<file path="config.mk">
export PLATFORM = sky130hd
export DESIGN_NAME = lzc_rr_arbiter
export DESIGN_NICKNAME = d
export VERILOG_FILES = /design/src/rtl/lzc_rr_arbiter.sv
export SDC_FILE = /design/constraint.sdc
export NUM_CORES = 1
export LEC_CHECK = 0
export ABC_AREA = 0
export BUFFER_PORTS_ARGS = -buffer_cell sky130_fd_sc_hd__buf_4
export CORE_UTILIZATION = 45
export DETAILED_ROUTE_END_ITERATION = 8
export GPL_ROUTABILITY_DRIVEN = 1
export GPL_TIMING_DRIVEN = 0
export PLACE_DENSITY = 0.78
export SETUP_SLACK_MARGIN = 0.4
export SLEW_MARGIN = 20
export SYNTH_ARGS = -nofsm -noshare
export SYNTH_HDL_FRONTEND = slang
export SYNTH_SLANG_ARGS = --single-unit
</file>
<file path="constraint.sdc">
create_clock -name clk -period 2.8 [get_ports clk]
set_clock_uncertainty 0.1 [all_clocks]
set_input_delay 0.28 -clock clk [delete_from_list [all_inputs] [get_ports clk]]
set_output_delay 0.28 -clock clk [all_outputs]
set_load 0.005 [all_outputs]
</file>
<file path="src/rtl/lzc_rr_arbiter.sv">
// lzc_rr_arbiter: round-robin sharing of one leading-zero counter with a 2-stage stallable pipeline
module lzc_core #(
   parameter int    SIZE     = 64,
   parameter int    OUT_SIZE = $clog2(SIZE + 1),
   parameter string FAMILY   = "Agilex"
) (
   input  logic [SIZE-1:0]     din,
   output logic [OUT_SIZE-1:0] count
);
   if (FAMILY != "Agilex" && FAMILY != "Stratix 10") begin : g_bad_family
      $error("lzc_core: unsupported FAMILY");
   end
   // Ascending scan: the highest set bit is the last to write the count
   always_comb begin
      count = OUT_SIZE'(SIZE);
      for (int i = 0; i < SIZE; i++)
         if (din[i]) count = OUT_SIZE'(SIZE - 1 - i);
   end
endmodule

module lzc_rr_arbiter #(
   parameter int    NUM_REQ  = 4,
   parameter int    SIZE     = 64,
   parameter int    OUT_SIZE = $clog2(SIZE + 1),
   parameter int    ID_W     = $clog2(NUM_REQ),
   parameter string FAMILY   = "Agilex"
) (
   input  logic                    clk,
   input  logic                    rst_n,
   input  logic [NUM_REQ-1:0]      req_valid,
   input  logic [NUM_REQ*SIZE-1:0] req_data,
   output logic [NUM_REQ-1:0]      req_ready,
   output logic                    rsp_valid,
   input  logic                    rsp_ready,
   output logic [ID_W-1:0]         rsp_id,
   output logic [OUT_SIZE-1:0]     rsp_count,
   output logic                    rsp_zero
);
   logic                v1_q, v1_d, v2_q, v2_d, zero2_q, zero2_d;
   logic [ID_W-1:0]     id1_q, id1_d, id2_q, id2_d, ptr_q, ptr_d, win, lo, hi;
   logic [SIZE-1:0]     data1_q, data1_d, win_data, lo_data, hi_data;
   logic [OUT_SIZE-1:0] count2_q, count2_d, count1;
   logic                adv1, adv2, grant, found, found_hi;

   lzc_core #(.SIZE(SIZE), .OUT_SIZE(OUT_SIZE), .FAMILY(FAMILY)) u_lzc (
      .din  (data1_q),
      .count(count1)
   );

   // Lowest valid index at or above ptr wins; otherwise wrap to the lowest valid index
   always_comb begin
      adv2 = ~(v2_q & ~rsp_ready);
      adv1 = ~v1_q | adv2;
      lo = '0;
      hi = '0;
      lo_data = '0;
      hi_data = '0;
      found = 1'b0;
      found_hi = 1'b0;
      for (int i = NUM_REQ - 1; i >= 0; i--) begin
         if (req_valid[i]) begin
            lo = ID_W'(i);
            lo_data = req_data[i*SIZE +: SIZE];
            found = 1'b1;
         end
         if (req_valid[i] && ID_W'(i) >= ptr_q) begin
            hi = ID_W'(i);
            hi_data = req_data[i*SIZE +: SIZE];
            found_hi = 1'b1;
         end
      end
      win = found_hi ? hi : lo;
      win_data = found_hi ? hi_data : lo_data;
      grant = found & adv1 & rst_n;
      req_ready = grant ? (NUM_REQ'(1) << win) : '0;
      ptr_d = grant ? ((win == ID_W'(NUM_REQ - 1)) ? '0 : win + 1'b1) : ptr_q;
      v1_d = adv1 ? grant : v1_q;
      id1_d = (adv1 && grant) ? win : id1_q;
      data1_d = (adv1 && grant) ? win_data : data1_q;
      v2_d = adv2 ? v1_q : v2_q;
      id2_d = (adv2 && v1_q) ? id1_q : id2_q;
      count2_d = (adv2 && v1_q) ? count1 : count2_q;
      zero2_d = (adv2 && v1_q) ? (count1 == OUT_SIZE'(SIZE)) : zero2_q;
   end

   always_ff @(posedge clk) begin
      if (!rst_n) begin
         v1_q <= 1'b0;
         v2_q <= 1'b0;
         ptr_q <= '0;
         id1_q <= '0;
         id2_q <= '0;
         data1_q <= '0;
         count2_q <= '0;
         zero2_q <= 1'b0;
      end else begin
         v1_q <= v1_d;
         v2_q <= v2_d;
         ptr_q <= ptr_d;
         id1_q <= id1_d;
         id2_q <= id2_d;
         data1_q <= data1_d;
         count2_q <= count2_d;
         zero2_q <= zero2_d;
      end
   end

   assign rsp_valid = v2_q;
   assign rsp_id = id2_q;
   assign rsp_count = count2_q;
   assign rsp_zero = zero2_q;
endmodule

</file>
# Word level (Yosys, flattened, before mapping)
# Index checks and enable logic that the tools add are counted.
[classes]
n_addsub = 1
multipliers = 0
n_div = 0
order_cmp = 4
eq_ne = 2
shift = 1
mux = 92
bitwise_logic = 7
reduce_logical = 6
[op_table]
columns = ["cell", "count"]
rows = [
  ["$mux 64", 9],
  ["$mux 7", 64],
  ["$mux 2", 10],
  ["$mux 1", 8],
  ["$eq 7x7->1 const B", 1],
  ["$logic_and 1x1->1", 6],
  ["$ge 1x2->1 const A", 2],
  ["$ge 2x2->1 const A", 2],
  ["$mux 4", 1],
  ["$shl 1x2->4 const A", 1],
  ["$and 1x1->1", 3],
  ["$not 1->1", 3],
  ["$add 2x1->2 const B", 1],
  ["$eq 2x2->1 const B", 1],
  ["$or 1x1->1", 1],
]
[word_totals]
regBits = 80
latchBits = 0
ram_bits = 0
mem_bits_ro = 0
in_bits = 263
memories = 0

# Longest topological paths before layout
# Gate-level depths: netlist of run 1.
[logic_depth]
ltp_word = 65
depth_mapped = 10

# By module
# A second synthesis of run 1 with hierarchy kept.
[unflattened]
hier_cells = 1135
hier_area_um2 = 7966.4
[modules_own_cells]
columns = ["mod", "instances", "cells_each", "area_per_inst_um2"]
rows = [
  ["lzc_rr_arbiter", 1, 988, 7106.8],
  ["lzc_core", 1, 147, 859.6],
]

# Least setup slack after synthesis of run 1
# Ideal clock, no wire load.
[synth_path]
kind = "input to output"
start = "input port req_valid[2]"
end = "output port req_ready[3]"
t_arrival_ns = 1.650
required_time_ns = 2.420
setup_slack_ns = 0.770
stages = 8
n_path_buf = 3
path_cell_list = "buf_6 -> buf_2 -> clkbuf_1 -> a21oi_1 -> o221ai_1 -> inv_1 -> ha_1 -> and2_1"
[synth_via]
elab_chain_len = 7
[synth_lines]
columns = ["item", "line", "source"]
rows = [
  ["start: declaration", "30", "input logic [NUM_REQ-1:0] req_valid,"],
  ["$logic_and 1x1->1", "66", "if (req_valid[i] && ID_W'(i) >= ptr_q) begin"],
  ["$mux 2 or $mux 1 (tied branches) (3 in series)", "66", ""],
  ["$mux 2 (*)", "72", "win = found_hi ? hi : lo;"],
  ["named net win[0]", "40", "logic [ID_W-1:0] id1_q, id1_d, id2_q, id2_d, ptr_q, ptr_d, win, lo, hi;"],
  ["$shl 1x2->4 (*)", "75", "req_ready = grant ? (NUM_REQ'(1) << win) : '0;"],
  ["$mux 4 (*)", "75", ""],
  ["end: declaration", "32", "output logic [NUM_REQ-1:0] req_ready,"],
]
# Mark *: on every way through the listed nets, which the timed path passes. The rest lies on a longest branch.

# Worst setup path after layout of run 1
# Ends and elaborated chain as after synthesis.

==> flow_metrics.py, run 1 <==
metrics = {
    "placement": {
        "post-place-ws_ns": -0.09208,
        "placed_cell_area_um2": 9764,
        "port_buffers": 276,
        "place_inst": 1617,
        "gp_congestion": 0.9017,
        "hpwlAfterDp_um": 22500,
    },
    "worst_setup_path": {
        "path_max_fanout": 10,
        "worst_path_largest_cell_delay_ns": 0.26,
        "cp_top_family": "buffers and inverters",
        "start_kind": "input port",
        "critPathCaptureType": "output port",
        "critical_path.most_common_cell": "buf_4",
        "worst-path-buf-inv": 5,
        "cp.required_ns": 2.42,
        "cp_cell_sequence": "buf_6, buf_4, clkbuf_4, a21oi_1, o221ai_2, inv_1, ha_1, and2_1, buf_4",
        "criticalPathCategory": "in2out",
        "cp.arrival_ns": 1.95,
        "cpMaxStageDelayCell": "buf_4",
    },
    "power_and_ir_drop": {
        "p_per_area_nw_per_um2": 489.8,
        "power.ir.vdd_worst_mv": 0.3085,
        "p_total_mw": 4.952,
        "leakagePower_nw": 4.264,
    },
    "logic_synthesis": {
        "yosys_most_used_dff": "dfxtp_1",
        "yosysTopAreaCellShare_pct": 21.58,
        "yosysSeqAreaShare_pct": 21.58,
        "synthDistinctLibCells": 54,
        "yosysMostFrequentCell": "nand2_1",
        "synth_warnings": 0,
        "yosys-top-cells-count": "nand2_1 (217), a21oi_1 (181), o211ai_1 (106)",
        "syn_area_um2": 7422,
        "synth_edf_count": 0,
        "synthArstFlopShare_pct": 0,
        "syn_nets": 1392,
        "synth_area_leader_cell": "dfxtp_1",
        "syn-instance-count": 1125,
        "yosys-top-cells-area": "dfxtp_1 (22%), a21oi_1 (12%), nand2_1 (11%)",
        "postSynthAreaPerCell_um2": 6.597,
        "ys_ff_latch": 80,
    },
    "cts": {
        "htreeDepth": 3,
        "path_clk_slew_ns": 0.06,
        "cts_buffers": 9,
        "cts-root-buf": "clkbuf_16",
        "tritoncts": "yes",
        "clock_sinks": 80,
        "cts_hold_buf": 0,
        "clock_path_buffers": 2,
        "clock_latency_ns": 0.33,
    },
    "run_status": {
        "status": "finished clean",
    },
    "cells_and_area": {
        "area_growth_syn_to_layout_pct": 36.21,
        "fin_util_pct": 63.18,
        "fin_nets": 1681,
        "final_area_um2": 10110,
        "num_antenna_cells": 0,
        "nFillCells": 1585,
        "drive_gt1_share_pct": 26.80,
        "final-seq-area_um2": 1602,
        "multi_input_area_um2": 5304,
        "stdcell_count": 1634,
    },
    "sta": {
        "fmax_mhz": 429.6,
        "setup_violations": 0,
        "finalSetupTns_ns": 0,
        "relSlewSlack_pct": 49.12,
        "setup_ws_ns": 0.4722,
        "tightestPinTransition_ns": 0.7562,
        "fin_crit_sh_pct": 83.14,
        "timing_hold_violations_final": 0,
        "timing.hold.ws_ns": 0.1328,
        "slew_violations": 0,
        "rsz0062_at_grt": "no",
        "finalCriticalPeriod_ns": 2.328,
    },
    "floorplanning": {
        "start_util_pct": 46.39,
        "core_area_um2": 16000,
        "die_y_um": 130.4,
        "num_rows": 46,
        "ios": 278,
        "fp.dieW_um": 130.4,
        "dieArea_um2": 17010,
    },
    "min_path": {
        "hp-class": "in2reg",
    },
    "drt": {
        "dr.pass1.iters": 5,
        "via_per_inst": 5.924,
        "drt-total-wl_um": 28430,
        "ant_nets": 0,
        "drt_iter0_markers": 698,
        "post-route-drc-count": 0,
        "vias": 9680,
        "routedWlPerCell_um": 17.40,
    },
    "job": {
        "cap_viol_max_count": 0,
    },
    "global_routing": {
        "grt_antenna_before_repair": 0,
        "grt-ovfl-total": 0,
        "grt_pass1_wl_um": 43840,
        "grt_pass1_vias": 8974,
        "grtUsageTotal_pct": 32.70,
        "grt_start_max_net_pins": 13,
    },
}
==> layout by cell type, fill, tap and decap left out, types with 37 or more instances in the layout <==
cell / count
dfxtp_1: 80
nor2_1: 58
nand2_1: 217
nand3_1: 37
a21oi_1: 181
o21ai_0: 98
mux2i_1: 51
o211ai_1: 106
buf_4: 282
clkbuf_1: 60
==> area by class of cell <==
type                    count  share of cell area, %
multi-input cells         922                  52.46
repair buffers            278                  20.64
flip-flops and latches     80                  15.84
plain buffers             105                  4.864
well taps                 216                  2.673
clock buffers              11                  2.401
inverters                  18                 0.6683
clock inverters             4                 0.4455
==> registers in the layout, indices dropped and copies added (netlist names) <==
| register | count |
|---|---|
| rsp_valid | 1 |
| rsp_zero | 1 |
| rsp_count | 7 |
| data1_q | 64 |
| ptr_q | 2 |
| rsp_id | 2 |
| v1_q | 1 |
| id1_q | 2 |
==> what timing repair did <==
action                     CTS  global route
pin swaps                    0             2
setup endpoints to repair   54            65
cloned                       0             0
gates resized for setup      8            13
buffers inserted             0             2
==> worst paths after layout <==
kind | endpoint | from | cells past startpoint | slack, ns
setup / recovery | req_ready[3] | req_valid[2] | 9 | 0.47
hold / removal | data1_q[37]$_SDFFE_PN0P_ | req_data[37] | 3 | 0.13
setup reg to reg | data1_q[55]$_SDFFE_PN0P_ | ptr_q[1]$_SDFFE_PN0P_ | 9 | 0.56
hold reg to reg | rsp_id[0]$_SDFFE_PN0P_ | rsp_id[0]$_SDFFE_PN0P_ | 2 | 0.36
==> layer usage <==
layer  global-route usage, %  up-vias  routed length [µm]
li1                        -     4703                   -
met1                   43.03     4451               12240
met2                   55.79      460               13310
met3                   2.891       66                2103
met4                   11.90        0                 783
met5                       0        -                   0
==> cell families (layout without fill, tap and decap cells) <==
group	Yosys count	in the layout	share of synthesized area [%]
buffers and inverters	123	416	7.215
AOI/OAI and AO/OA	485	485	40.39
adders and majority gates	4	4	0.6743
muxes	63	63	8.699
DFF	80	80	21.58
and+or+nand+nor	370	370	21.44
==> tightest hold or removal path, cell delays in order <==
cell	delay, ns
buf_4	0.08
a21oi_1	0.06
a21oi_2	0.11
==> power by group <==
part           internal, mW  switching [mW]  leakage, nW
logic                 0.931            1.23         3.45
clock network         0.706           0.459        0.145
registers              1.35           0.272        0.670
Note: power is estimated with default switching activity, not from simulation.
==> inputs of run 2 (changes only) <==
- clock period: 2.8 -> 2.2 ns (I/O delays scaled with it)
==> run 2 against run 1 <==
  * Hold slack worse by 0.082 ns
  * Largest cell class unchanged
  * Combinational power is 54% higher
  * Non-clock buffer count is 31 higher
  * Sequential power is 31% higher
  * Critical endpoint is now req_ready[0]
  * Clock-buffer cell count is 1 higher
  * Utilization is 6.4 points higher
  * First-iteration DRC count is 46% higher
  * Sequential share of layout area is 1.3 points lower
  * Flip-flop and latch count stayed put
==> flow_metrics.py, run 2 (synthesized netlist as in run 1, its figures left out) <==
metrics = {
    "sta": {
        "fmax_mhz": 470.0,
        "timing.hold.ws_ns": 0.05098,
        "finalCriticalPeriod_ns": 2.128,
        "finalSetupTns_ns": 0,
        "slew_violations": 0,
        "relSlewSlack_pct": 52.93,
        "timing_hold_violations_final": 0,
        "rsz0062_at_grt": "yes",
        "fin_crit_sh_pct": 96.71,
        "setup_violations": 0,
        "tightestPinTransition_ns": 0.7060,
        "setup_ws_ns": 0.07248,
    },
    "cts": {
        "cts_hold_buf": 0,
        "tritoncts": "yes",
        "clock_latency_ns": 0.34,
        "cts-root-buf": "clkbuf_16",
        "clock_sinks": 80,
        "cts_buffers": 9,
        "path_clk_slew_ns": 0.07,
        "clock_path_buffers": 2,
        "htreeDepth": 3,
    },
    "cells_and_area": {
        "final_area_um2": 11140,
        "num_antenna_cells": 0,
        "top_register": "data1_q",
        "fin_nets": 1712,
        "nFillCells": 1367,
        "fin_util_pct": 69.60,
        "final_cell_mix": "buf_4 (302), nand2_1 (217), a21oi_1 (163)",
        "largest_reg_flops": 64,
        "area_growth_syn_to_layout_pct": 50.03,
        "layout_commonest_cell": "buf_4",
        "drive_gt1_share_pct": 35.66,
    },
    "drt": {
        "drt_iter0_markers": 1019,
        "vias": 10070,
        "wl_met2_um": 14110,
        "drt-total-wl_um": 30530,
        "post-route-drc-count": 0,
        "met3_length_um": 2701,
        "routedWlPerCell_um": 18.32,
        "ant_nets": 0,
        "top_layer": "met4",
        "dr.pass1.iters": 6,
        "wl_met1_um": 12380,
        "via_per_inst": 6.044,
    },
    "worst_setup_path": {
        "cp_cell_sequence": "and2b_2, a21oi_4, o221ai_4, ha_1, and2_4, buf_4",
        "start_kind": "flop",
        "cp.required_ns": 1.88,
        "cp_top_family": "simple AND/OR/NAND/NOR gates",
        "rr_endpoint": "rsp_count[1]$_SDFFE_PN0P_",
        "rr_startpoint": "data1_q[26]$_SDFFE_PN0P_",
        "reg2reg_slack_ns": 0.22,
        "r2r_cells": 5,
        "cp.arrival_ns": 1.81,
        "path_max_fanout": 4,
        "cpMaxStageDelayCell": "dfxtp_2",
        "worst-path-buf-inv": 1,
        "criticalPathCategory": "reg2out",
        "critPathCaptureType": "output port",
        "worst_path_largest_cell_delay_ns": 0.37,
    },
    "power_and_ir_drop": {
        "p_switching_mw": 2.778,
        "p_seq_share_pct": 30.5,
        "p_int_mw": 4.185,
        "pwr-share-clk_pct": 21.8,
        "leakagePower_nw": 4.698,
        "p_per_area_nw_per_um2": 625.3,
        "power.ir.vdd_worst_mv": 0.4325,
        "p_comb_share_pct": 47.7,
        "p_sw_share_pct": 39.90,
    },
    "placement": {
        "post-place-ws_ns": -0.4243,
        "gp_congestion": 0.8907,
        "placed_cell_area_um2": 9776,
        "hpwlAfterDp_um": 22080,
        "port_buffers": 276,
    },
    "min_path": {
        "whs_endpoint": "data1_q[0]$_SDFFE_PN0P_",
        "hold_depth": 3,
        "hp-class": "in2reg",
        "hold_start": "req_data[0]",
    },
    "global_routing": {
        "grt_antenna_before_repair": 0,
        "grtUsageTotal_pct": 33.92,
        "grt-ovfl-total": 0,
        "grt_pass1_wl_um": 45460,
        "grt_start_max_net_pins": 14,
        "grt_pass1_vias": 9282,
    },
    "run_status": {
        "status": "finished clean",
    },
    "floorplanning": {
        "dieArea_um2": 17010,
        "num_rows": 46,
        "start_util_pct": 46.39,
        "fp.dieW_um": 130.4,
        "die_y_um": 130.4,
        "ios": 278,
        "core_area_um2": 16000,
    },
    "job": {
        "cap_viol_max_count": 0,
    },
}
-- run 2: cell count changes in the layout (fill, tap and decap cells not counted), moves of 14 or more --
cell,previous run,this run
o21ai_0,98,81
clkbuf_1,60,27
buf_4,282,302
buf_2,20,6
buf_6,6,24
a21oi_2,11,27
clkbuf_2,4,19
a21oi_1,181,163
o21ai_1,7,23
-- run 2: power groups by stage --
stage | clock (mW) | combinational [mW] | sequential [mW]
2_1_floorplan | 0 | 1.74 | 1.96
3_3_place_gp | 0 | 2.63 | 2.07
3_5_place_dp | 0 | 2.67 | 2.08
4_1_cts | 1.52 | 2.95 | 2.08
5_1_grt | 1.60 | 3.59 | 2.15
6_report | 1.52 | 3.32 | 2.13
-- run 2: through the flow --
| step | instances | total power, mW |
|---|---|---|
| after CTS | 1652 | 6.541 |
| after floorplan | 1125 | 3.696 |
| after detailed placement | 1617 | 4.748 |
| after global routing | 1666 | 7.342 |
| final | 1666 | 6.963 |
| after global placement | 1617 | 4.706 |
-- run 2: worst register-to-register path, delay by kind of cell, from the launching register on --
kind / cells / cell delay [ns]
DFF: 1 / 0.33
and+or+nand+nor: 2 / 0.90
AOI/OAI and AO/OA: 3 / 0.58
-- run 2: cell type report --
class	instances	area [µm²]	area share, %
plain buffers	105	819.5	7.360
repair buffers	309	2392	21.48
well taps	216	270.3	2.427
clock inverters	4	53.80	0.4831
inverters	18	67.56	0.6067
multi-input cells	922	5669	50.91
clock buffers	12	246.5	2.213
flip-flops and latches	80	1617	14.52
-- run 2: worst max path at each step --
stage,start,to,cells past startpoint
detailed placement,ptr_q[0]$_SDFFE_PN0P_,data1_q[30]$_SDFFE_PN0P_,7
global route,ptr_q[0]$_SDFFE_PN0P_,req_ready[0],6
global placement,ptr_q[0]$_SDFFE_PN0P_,data1_q[21]$_SDFFE_PN0P_,7
CTS,ptr_q[0]$_SDFFE_PN0P_,req_ready[3],7
floorplan,req_valid[3],req_ready[0],6
finish,ptr_q[0]$_SDFFE_PN0P_,req_ready[0],6
-- run 2: repair_timing --
item | CTS | global route
gates cloned | 1 | 5
pin swaps | 15 | 56
endpoints found under the setup margin | 77 | 76
resized for setup | 128 | 154
setup buffers | 18 | 9
-- run 2: per-layer routing --
layer	vias up	GRT usage (%)
met5	-	0
met4	0	15.08
met3	103	4.723
met2	585	57.32
met1	4592	43.02
li1	4790	-
